### src/rtl/wg_alloc_requester_pkg.sv
// Shared definitions for the workgroup allocation requester.
// Widths/limits are macros so the resource table and the requester can share
// one set of values; FSM state encoding and slot count live in the package.
// Macros (overridable): WF_COUNT_WIDTH, WF_COUNT_WIDTH_PER_WG, WG_SLOT_ID_WIDTH,
// WF_COUNT_MAX.
`ifndef WF_COUNT_WIDTH
`define WF_COUNT_WIDTH 4
`endif
`ifndef WF_COUNT_WIDTH_PER_WG
`define WF_COUNT_WIDTH_PER_WG 4
`endif
`ifndef WG_SLOT_ID_WIDTH
`define WG_SLOT_ID_WIDTH 2
`endif
`ifndef WF_COUNT_MAX
`define WF_COUNT_MAX 8
`endif

package wg_alloc_requester_pkg;

    typedef enum logic [2:0] {
        ST_IDLE  = 3'd0,
        ST_SCAN  = 3'd1,
        ST_ALLOC = 3'd2,
        ST_RESP  = 3'd3,
        ST_WAIT  = 3'd4
    } state_e;

    localparam int WG_SLOTS = 1 << `WG_SLOT_ID_WIDTH;

endpackage

### src/rtl/wg_alloc_requester_pick.sv
// wg_slot_pick_first: combinational lowest-index idle slot finder for one
// CU's busy bitmap row.
// Ports:
//   i_busy  : busy bitmap, bit n = slot n occupied
//   o_slot  : lowest idle slot index (0 when none)
//   o_found : at least one idle slot exists
module wg_slot_pick_first #(
    parameter int SLOT_W = 2
) (
    input  logic [(1<<SLOT_W)-1:0] i_busy,
    output logic [SLOT_W-1:0]      o_slot,
    output logic                   o_found
);
    always_comb begin
        o_found = 1'b0;
        o_slot  = '0;
        // Walk high to low so the last hit written is the lowest index.
        for (int i = (1 << SLOT_W) - 1; i >= 0; i--) begin
            if (!i_busy[i]) begin
                o_found = 1'b1;
                o_slot  = SLOT_W'(i);
            end
        end
    end
endmodule

### src/rtl/wg_alloc_requester.sv
// wg_alloc_requester: initiator side of the per-CU workgroup resource table.
// Accepts WG dispatch requests, scans CUs through the table's single cu_id
// port (1-cycle read latency) for enough free wavefronts plus an idle WG slot,
// then issues an alloc strobe and returns the chosen CU/slot. WG completions
// are forwarded as dealloc strobes; deallocs of idle slots raise a sticky error.
// Ports:
//   wg_*      : dispatch request (valid/ready, wavefront count)
//   alloc_*   : allocation result (valid/ready, cu, slot)
//   dealloc_* : completion (valid/ready, cu, slot)
//   tbl_*     : resource table command/read port
//   dealloc_err_o : sticky dealloc-of-idle-slot flag
// Optional: WG_ALLOC_RR_EN makes the scan start after the last allocated CU
// (round-robin); otherwise scanning always starts at CU 0.
`ifndef WF_COUNT_WIDTH
`define WF_COUNT_WIDTH 4
`endif
`ifndef WF_COUNT_WIDTH_PER_WG
`define WF_COUNT_WIDTH_PER_WG 4
`endif
`ifndef WG_SLOT_ID_WIDTH
`define WG_SLOT_ID_WIDTH 2
`endif
`ifndef WF_COUNT_MAX
`define WF_COUNT_MAX 8
`endif

module wg_alloc_requester
    import wg_alloc_requester_pkg::*;
#(
    parameter int NUMBER_CU   = 2,
    parameter int CU_ID_WIDTH = 1
) (
    input  logic                              clk,
    input  logic                              rst_n,
    input  logic                              wg_valid_i,
    output logic                              wg_ready_o,
    input  logic [`WF_COUNT_WIDTH_PER_WG-1:0] wg_wf_count_i,
    output logic                              alloc_valid_o,
    input  logic                              alloc_ready_i,
    output logic [CU_ID_WIDTH-1:0]            alloc_cu_id_o,
    output logic [`WG_SLOT_ID_WIDTH-1:0]      alloc_slot_id_o,
    input  logic                              dealloc_valid_i,
    output logic                              dealloc_ready_o,
    input  logic [CU_ID_WIDTH-1:0]            dealloc_cu_id_i,
    input  logic [`WG_SLOT_ID_WIDTH-1:0]      dealloc_slot_id_i,
    output logic [CU_ID_WIDTH-1:0]            tbl_cu_id_o,
    output logic                              tbl_alloc_en_o,
    output logic                              tbl_dealloc_en_o,
    output logic [`WF_COUNT_WIDTH_PER_WG-1:0] tbl_wf_count_o,
    output logic [`WG_SLOT_ID_WIDTH-1:0]      tbl_alloc_wg_slot_id_o,
    output logic [`WG_SLOT_ID_WIDTH-1:0]      tbl_dealloc_wg_slot_id_o,
    input  logic [`WF_COUNT_WIDTH-1:0]        tbl_wf_count_i,
    output logic                              dealloc_err_o
);
    localparam int SW     = `WG_SLOT_ID_WIDTH;
    localparam int STEP_W = $clog2(NUMBER_CU + 1);

    typedef logic [CU_ID_WIDTH-1:0] cu_t;
    typedef logic [SW-1:0]          slot_t;

    state_e                              r_state, w_state_nxt;
    logic [NUMBER_CU-1:0][WG_SLOTS-1:0]  r_busy;
    logic [`WF_COUNT_WIDTH_PER_WG-1:0]   r_cnt;
    cu_t                                 r_scan_ptr;
    cu_t                                 r_prev_cu;   // CU whose table read arrives this cycle
    logic [STEP_W-1:0]                   r_step;      // 0: nothing presented yet
    cu_t                                 r_alloc_cu;
    slot_t                               r_alloc_slot;
    logic                                r_err;
    cu_t                                 w_start_cu;

    function automatic cu_t f_inc(input cu_t a);
        if (32'(a) >= NUMBER_CU - 1) return '0;
        return cu_t'(a + 1'b1);
    endfunction

`ifdef WG_ALLOC_RR_EN
    cu_t r_start;
    assign w_start_cu = r_start;
`else
    assign w_start_cu = '0;
`endif

    // Idle-slot finder per CU row.
    logic [NUMBER_CU-1:0]         w_row_found;
    logic [NUMBER_CU-1:0][SW-1:0] w_row_slot;

    for (genvar g = 0; g < NUMBER_CU; g++) begin : g_pick
        wg_slot_pick_first #(.SLOT_W(SW)) u_pick (
            .i_busy  (r_busy[g]),
            .o_slot  (w_row_slot[g]),
            .o_found (w_row_found[g])
        );
    end

    logic  w_eval_fit;
    slot_t w_eval_slot;
    logic  w_dl_busy;

    assign w_eval_slot = w_row_slot[r_prev_cu];
    assign w_eval_fit  = (r_step != '0) && w_row_found[r_prev_cu] &&
                         (32'(tbl_wf_count_i) >= 32'(r_cnt));
    assign w_dl_busy   = r_busy[dealloc_cu_id_i][dealloc_slot_id_i];

    always_comb begin
        w_state_nxt              = r_state;
        wg_ready_o               = 1'b0;
        alloc_valid_o            = 1'b0;
        alloc_cu_id_o            = '0;
        alloc_slot_id_o          = '0;
        dealloc_ready_o          = 1'b0;
        tbl_cu_id_o              = '0;
        tbl_alloc_en_o           = 1'b0;
        tbl_dealloc_en_o         = 1'b0;
        tbl_wf_count_o           = '0;
        tbl_alloc_wg_slot_id_o   = '0;
        tbl_dealloc_wg_slot_id_o = '0;
        case (r_state)
            ST_IDLE, ST_WAIT: begin
                if (dealloc_valid_i) begin
                    dealloc_ready_o = 1'b1;
                    if (w_dl_busy) begin
                        tbl_cu_id_o              = dealloc_cu_id_i;
                        tbl_dealloc_en_o         = 1'b1;
                        tbl_dealloc_wg_slot_id_o = dealloc_slot_id_i;
                        // A freed slot may let the parked WG fit now.
                        if (r_state == ST_WAIT) w_state_nxt = ST_SCAN;
                    end
                end else if (wg_valid_i && r_state == ST_IDLE) begin
                    wg_ready_o  = 1'b1;
                    w_state_nxt = ST_SCAN;
                end
            end
            ST_SCAN: begin
                tbl_cu_id_o = r_scan_ptr;
                if (w_eval_fit)                              w_state_nxt = ST_ALLOC;
                else if (r_step == STEP_W'(NUMBER_CU))       w_state_nxt = ST_WAIT;
            end
            ST_ALLOC: begin
                tbl_cu_id_o            = r_alloc_cu;
                tbl_alloc_en_o         = 1'b1;
                tbl_wf_count_o         = r_cnt;
                tbl_alloc_wg_slot_id_o = r_alloc_slot;
                w_state_nxt            = ST_RESP;
            end
            ST_RESP: begin
                alloc_valid_o   = 1'b1;
                alloc_cu_id_o   = r_alloc_cu;
                alloc_slot_id_o = r_alloc_slot;
                if (alloc_ready_i) w_state_nxt = ST_IDLE;
            end
            default: w_state_nxt = ST_IDLE;
        endcase
    end

    always_ff @(posedge clk or negedge rst_n) begin
        if (!rst_n) begin
            r_state      <= ST_IDLE;
            r_busy       <= '0;
            r_cnt        <= '0;
            r_scan_ptr   <= '0;
            r_prev_cu    <= '0;
            r_step       <= '0;
            r_alloc_cu   <= '0;
            r_alloc_slot <= '0;
            r_err        <= 1'b0;
`ifdef WG_ALLOC_RR_EN
            r_start      <= '0;
`endif
        end else begin
            r_state <= w_state_nxt;
            if (dealloc_ready_o) begin
                if (w_dl_busy) r_busy[dealloc_cu_id_i][dealloc_slot_id_i] <= 1'b0;
                else           r_err <= 1'b1;
            end
            if (wg_ready_o) r_cnt <= wg_wf_count_i;
            if (w_state_nxt == ST_SCAN && r_state != ST_SCAN) begin
                r_scan_ptr <= w_start_cu;
                r_step     <= '0;
            end else if (r_state == ST_SCAN) begin
                r_scan_ptr <= f_inc(r_scan_ptr);
                r_prev_cu  <= r_scan_ptr;
                r_step     <= r_step + 1'b1;
                if (w_eval_fit) begin
                    r_alloc_cu   <= r_prev_cu;
                    r_alloc_slot <= w_eval_slot;
                end
            end
            if (r_state == ST_ALLOC) begin
                r_busy[r_alloc_cu][r_alloc_slot] <= 1'b1;
`ifdef WG_ALLOC_RR_EN
                r_start <= f_inc(r_alloc_cu);
`endif
            end
        end
    end

    assign dealloc_err_o = r_err;

    a_strobe_excl: assert property (@(posedge clk) disable iff (!rst_n)
        !(tbl_alloc_en_o && tbl_dealloc_en_o));
    a_wf_nonzero: assert property (@(posedge clk) disable iff (!rst_n)
        (wg_valid_i && wg_ready_o) |-> (wg_wf_count_i != '0));

endmodule

### config.mk
export PLATFORM = sky130hd
export DESIGN_NAME = wg_alloc_requester
export DESIGN_NICKNAME = d
export VERILOG_FILES = /design/src/rtl/wg_alloc_requester_pkg.sv /design/src/rtl/wg_alloc_requester_pick.sv /design/src/rtl/wg_alloc_requester.sv
export SDC_FILE = /design/constraint.sdc
export NUM_CORES = 1
export LEC_CHECK = 0
export ABC_CLOCK_PERIOD_IN_PS = 2300
export CAP_MARGIN = 20
export CORE_ASPECT_RATIO = 0.75
export CORE_UTILIZATION = 49
export DETAILED_ROUTE_END_ITERATION = 8
export GPL_TIMING_DRIVEN = 0
export PLACE_DENSITY = 0.77
export SYNTH_ARGS = -nofsm -noshare
export SYNTH_HDL_FRONTEND = slang
export SYNTH_SLANG_ARGS = --single-unit
### constraint.sdc
create_clock -name clk -period 2.3 [get_ports clk]
set_input_delay 0.46 -clock clk [delete_from_list [all_inputs] [get_ports clk]]
set_output_delay 0.46 -clock clk [all_outputs]
set_load 0.01 [all_outputs]
* Word level (Yosys, flattened, before mapping)
Cells that the tools add are included.
** Cells by class
- $add $sub $neg :: 2
- Order comparisons :: 11
- Equality and inequality tests :: 7
- Mux-type cells :: 72
- Bitwise operators :: 5
- Reductions and logical operators :: 15
** Operators by type and width (number)
- 2-bit 2-to-1 mux :: 17
- 1-bit 2-to-1 mux :: 33
- 8-bit 2-to-1 mux :: 3
- 3-bit 2-to-1 mux :: 7
- 4-bit 2-to-1 mux :: 5
- 3-bit one-hot mux with 4 select lines :: 1
- 8-bit AND :: 1
- 4-bit demux with 1-bit select :: 2
- 1-bit logical AND :: 8
- 8-bit NOT :: 1
- 8-bit bitwise OR :: 1
- 3-bit by 1-bit equality test with 1-bit output, second input constant :: 2
- 3-bit by 2-bit equality test with 1-bit output, second input constant :: 2
- 1-bit by 2-bit less-than comparator with 1-bit output, second input constant :: 3
- 2-bit by 3-bit less-than comparator with 1-bit output, second input constant :: 2
- 1-bit demux with 2-bit select :: 2
- 2-bit by 1-bit >= comparator with 1-bit output, second input constant :: 2
- 4-bit >= comparator :: 1
- 2-bit AND reduction :: 2
- 2-bit nonzero test :: 2
- 3-bit equality test, second input constant :: 1
- 1-bit >= comparator, second input constant :: 3
- 3-bit logical NOT :: 1
- 3-bit by 1-bit != test with 1-bit output, second input constant :: 1
- other kinds (8) :: 9
** Word-level totals
- Flip-flop bits (word level) :: 23
- Input bits :: 16
- Output and inout port bits :: 18
- Word-level logic and storage cells :: 122

* Depth between registers and ports, before layout
- Word-level depth :: 16
- Depth in mapped cells :: 7

* Modules after synthesis
A second synthesis with hierarchy kept.
** Unflattened totals
- Cell total of the unflattened synthesis :: 152
- Area total of the unflattened synthesis :: 1406.3 um^2
** By module, submodules not included
- wg_alloc_requester :: times used 1, cells an instance 142, area each 1348.8 um^2, sequential area each 575.6 um^2
- wg_slot_pick_first :: times used 2, cells an instance 5, area each 28.8 um^2, sequential area each 0.0 um^2

* Worst setup path before layout
No wires, ideal clock.
- Path kind :: input -> output
- Start :: input dealloc_cu_id_i
- End :: output tbl_cu_id_o
- Data arrival time :: 1596 ps
- Data required time :: 1840 ps
- Path slack :: 244 ps
- Stages :: 6
- Path buffers :: 1
- Cell sequence :: buf_6 mux2_4 o21ai_4 nor3_2 a222oi_1 inv_1
** On the way
- Word-level cells in the longest chain between the ends :: 7
** Ends and longest elaborated chain
- from (decl) :: RTL line wg_alloc_requester.sv:44 : input logic [CU_ID_WIDTH-1:0] dealloc_cu_id_i,
- 4-bit 2-to-1 mux (not written as such) (2 in a row) :: RTL line wg_alloc_requester.sv:103 : assign w_dl_busy = r_busy[dealloc_cu_id_i][dealloc_slot_id_i];
- 1-bit binary-select mux with 2-bit select :: RTL line wg_alloc_requester.sv:103
- 1-bit 2-to-1 mux (not written as such) :: RTL line wg_alloc_requester.sv:103
- 1-bit 2-to-1 mux * :: RTL line wg_alloc_requester.sv:122 : if (w_dl_busy) begin
- 1-bit 2-to-1 mux * :: RTL line wg_alloc_requester.sv:120 : if (dealloc_valid_i) begin
- 1-bit one-hot mux with 3 select lines * :: RTL line wg_alloc_requester.sv:118 : case (r_state)
- to (decl) :: RTL line wg_alloc_requester.sv:46 : output logic [CU_ID_WIDTH-1:0] tbl_cu_id_o,
Mark *: on every way between the ends. The rest lies on a longest branch, timed or not. The select of a mux whose other input is x is not followed.

* Final worst setup path
- Start :: input wg_valid_i
- End :: output wg_ready_o
** On the way
- Word-level cells in the longest chain between the ends :: 4
** Ends and longest elaborated chain
- from (decl) :: RTL line wg_alloc_requester.sv:35 : input logic wg_valid_i,
- 1-bit logical AND :: RTL line wg_alloc_requester.sv:129 : end else if (wg_valid_i && r_state == ST_IDLE) begin
- 1-bit 2-to-1 mux :: RTL line wg_alloc_requester.sv:129
- 1-bit 2-to-1 mux :: RTL line wg_alloc_requester.sv:120
- 1-bit 2-to-1 mux :: RTL line wg_alloc_requester.sv:118
- to (decl) :: RTL line wg_alloc_requester.sv:36 : output logic wg_ready_o,
Every way passes these cells.

==> metrics <==
status=finished clean; fill count=199; detailed placement HPWL=2670 um; DRC Markers=0; fin nets=220; starting density of the core=0.540; crit path buf inv count=3; crit-path max FO=2; Worst path slowest cell=clkdlybuf4s50_1; pwr dens=1100 nW/um^2; top-area cell type share of the netlist area=0.391; most frequent cell after synthesis=dfrtp_1; EDFF count, synth=0; Clk Latency, worst-skew pair=0.26 ns; TritonRoute pass-1 iters=4; unrepaired setup endpoints after global routing=yes; Synth cell types=42; Crit path required time=1.84 ns; ys async rst share=1.00; Worst path max stage delay=0.46 ns; IO Count=34; R2R Setup Slk=0.35 ns; Seq/Total Area, Yosys=0.391; Post-Syn Area per Cell=10.0 um^2; initial antenna violation count=1; total power=0.00223 W; Post-Place Cells=216; n_diodes=0; Sinks on Clock Net=23; fraction of layout cells with a size suffix above 1=0.269; number of global-route vias before repair=1330; max-slew violations=0; Crit Path Category=in -> out; aggregate global-route resource usage=0.271; Overflow after GRT=0; Cells after Synth=147; final setup violation count=0; synth top area cells=dfrtp_1 39%, ha_1 5.1%, mux2_2 4.6%; final core utilization=0.746; per-cell routed wire length=16.4 um; slew margin rel.=0.737; clock-pin slew on the worst setup and hold paths=0.08 ns; Die W=65.3 um; DR iter-0 viols=95; first-pass GRT wire length=6600 um; die height=49.4 um; reg2reg end=r_cnt[0]; Worst-Margin Slew=0.393 ns; worst setup path endpoint=wg_ready_o; Routability Congestion=0.911; Register Area=577 um^2; Root Buffer=clkbuf_8; area delta synth->final=38.2%; crit share post-route=0.976; Post-Route WL=3830 um; worst path cell trace=clkdlybuf4s50_1, nand2b_1, nor4_2, buf_4, dlygate4sd2_1; Post-DP Area=1850 um^2; critical path depth in cells=5; Critical Path Source Type=input pin; Port Buffer Count=33; Routed Antenna Nets=0; Leak Pwr=0.960 nW; min Tclk post-route=2.24 ns; Fin Clk Skew=0.00575 ns; Post-synth top cells=23 x dfrtp_1, 17 x nand2_1, 13 x inv_1, 13 x o21ai_0, 8 x o31ai_1; final hold vios=0; core area=2720 um^2; Final Non-Filler Cells=233; vias=1304; max_cap viols=0; worst vdd ir=0.000724 V; cell area after layout=2030 um^2; Setup crit end kind=output port; clock buffer count from CTS=3; post-synthesis register bit count=23; multi-input logic area=847 um^2; # H-tree levels=1; Yosys Warn Count=0; largest net degree at the start of global routing=24; syn_nets=169; DR vias/cell=5.60; reg2reg start=r_state[1]; post-route setup TNS=0 ns; Syn Std Cell Area=1470 um^2; CP Data Arrival Time=1.78 ns; row cnt=16; Register-to-Register Path Depth=7; worst min-delay path class=in -> async; ys flop type=dfrtp_1; CTS tree=yes; die outline area=3230 um^2; area leader, netlist=dfrtp_1; maximum clock path buffer count=2; Crit path max-delay family=buffers and inverters; f_max=446 MHz; crit path launch=wg_valid_i
metal layers:
layer / up-vias / GRT usage / part of all wire
met5: - / 0 / 0.0034
met4: 2 / 0.0471 / 0.0094
met3: 7 / 0.0701 / 0.059
met2: 40 / 0.412 / 0.46
met1: 628 / 0.390 / 0.46
li1: 627 / - / -
logic make-up (layout without fill, tap and decap cells):
group           after synthesis  in the layout  synth area share
simple gates                 53             53             0.218
fa+ha+maj                     6              6            0.0511
buf+inv                      17             67            0.0570
mux                           7              7            0.0562
compound gates               41             41             0.226
flops                        23             23             0.391
repair_timing:
item                       4_1_cts  5_1_grt
resized for setup               33        8
hold buffers                     0        0
setup buffers                   12        0
pin swaps                        6        3
setup endpoints to repair       13        6
flip-flops by register name (all words and copies together), names as in the netlist:
name and flops:
r_step 2, r_alloc_slot 2, r_state 3, dealloc_err_o 1, r_cnt 4, r_busy 8, r_scan_ptr 1, r_alloc_cu 1
r_prev_cu 1
layout by cell type (no fill, tap or decap), drive strengths merged, types with 3 or more instances in the layout:
master	Yosys	final
ha	6	6
o41ai	3	3
nand2b	7	7
dlygate4sd2	0	6
buf	4	19
mux2	7	7
inv	13	13
dlymetal6s2s	0	3
and3	3	3
nand2	17	17
dfrtp	23	23
clkdlybuf4s50	0	18
o21ai	14	14
nand3	3	3
o31ai	8	8
o22ai	3	3
clkbuf	0	5
and2	8	8
metrics by stage:
stage / setup slack (ns) / hold WS (ns)
6_report: 0.0563 / 0.447
5_1_grt: -0.00989 / 0.445
4_1_cts: -0.00951 / 0.467
3_5_place_dp: -0.821 / 0.447
3_3_place_gp: -0.822 / 0.442
2_1_floorplan: 0.244 / 0.164
power by group:
group,switching (W),internal [W]
Clock,0.000132,0.000121
Sequential,0.000203,0.000588
Combinational,0.000589,0.000601
worst min path at each step:
stage	slack (ns)	end
6_report	0.45	r_state[2]
2_1_floorplan	0.16	dealloc_err_o
3_5_place_dp	0.45	dealloc_err_o
4_1_cts	0.47	dealloc_err_o
3_3_place_gp	0.44	dealloc_err_o
5_1_grt	0.44	dealloc_err_o
layout make-up:
class                           count  area share
Buffer                              4      0.0185
Clock buffer                        3      0.0203
Clock inverter                      1     0.00246
Inverter                           13      0.0240
Multi-Input combinational cell    107       0.417
Sequential cell                    23       0.284
Tap cell                           36      0.0222
Timing Repair Buffer               46       0.212
Note: power is estimated with default switching activity, not from simulation.
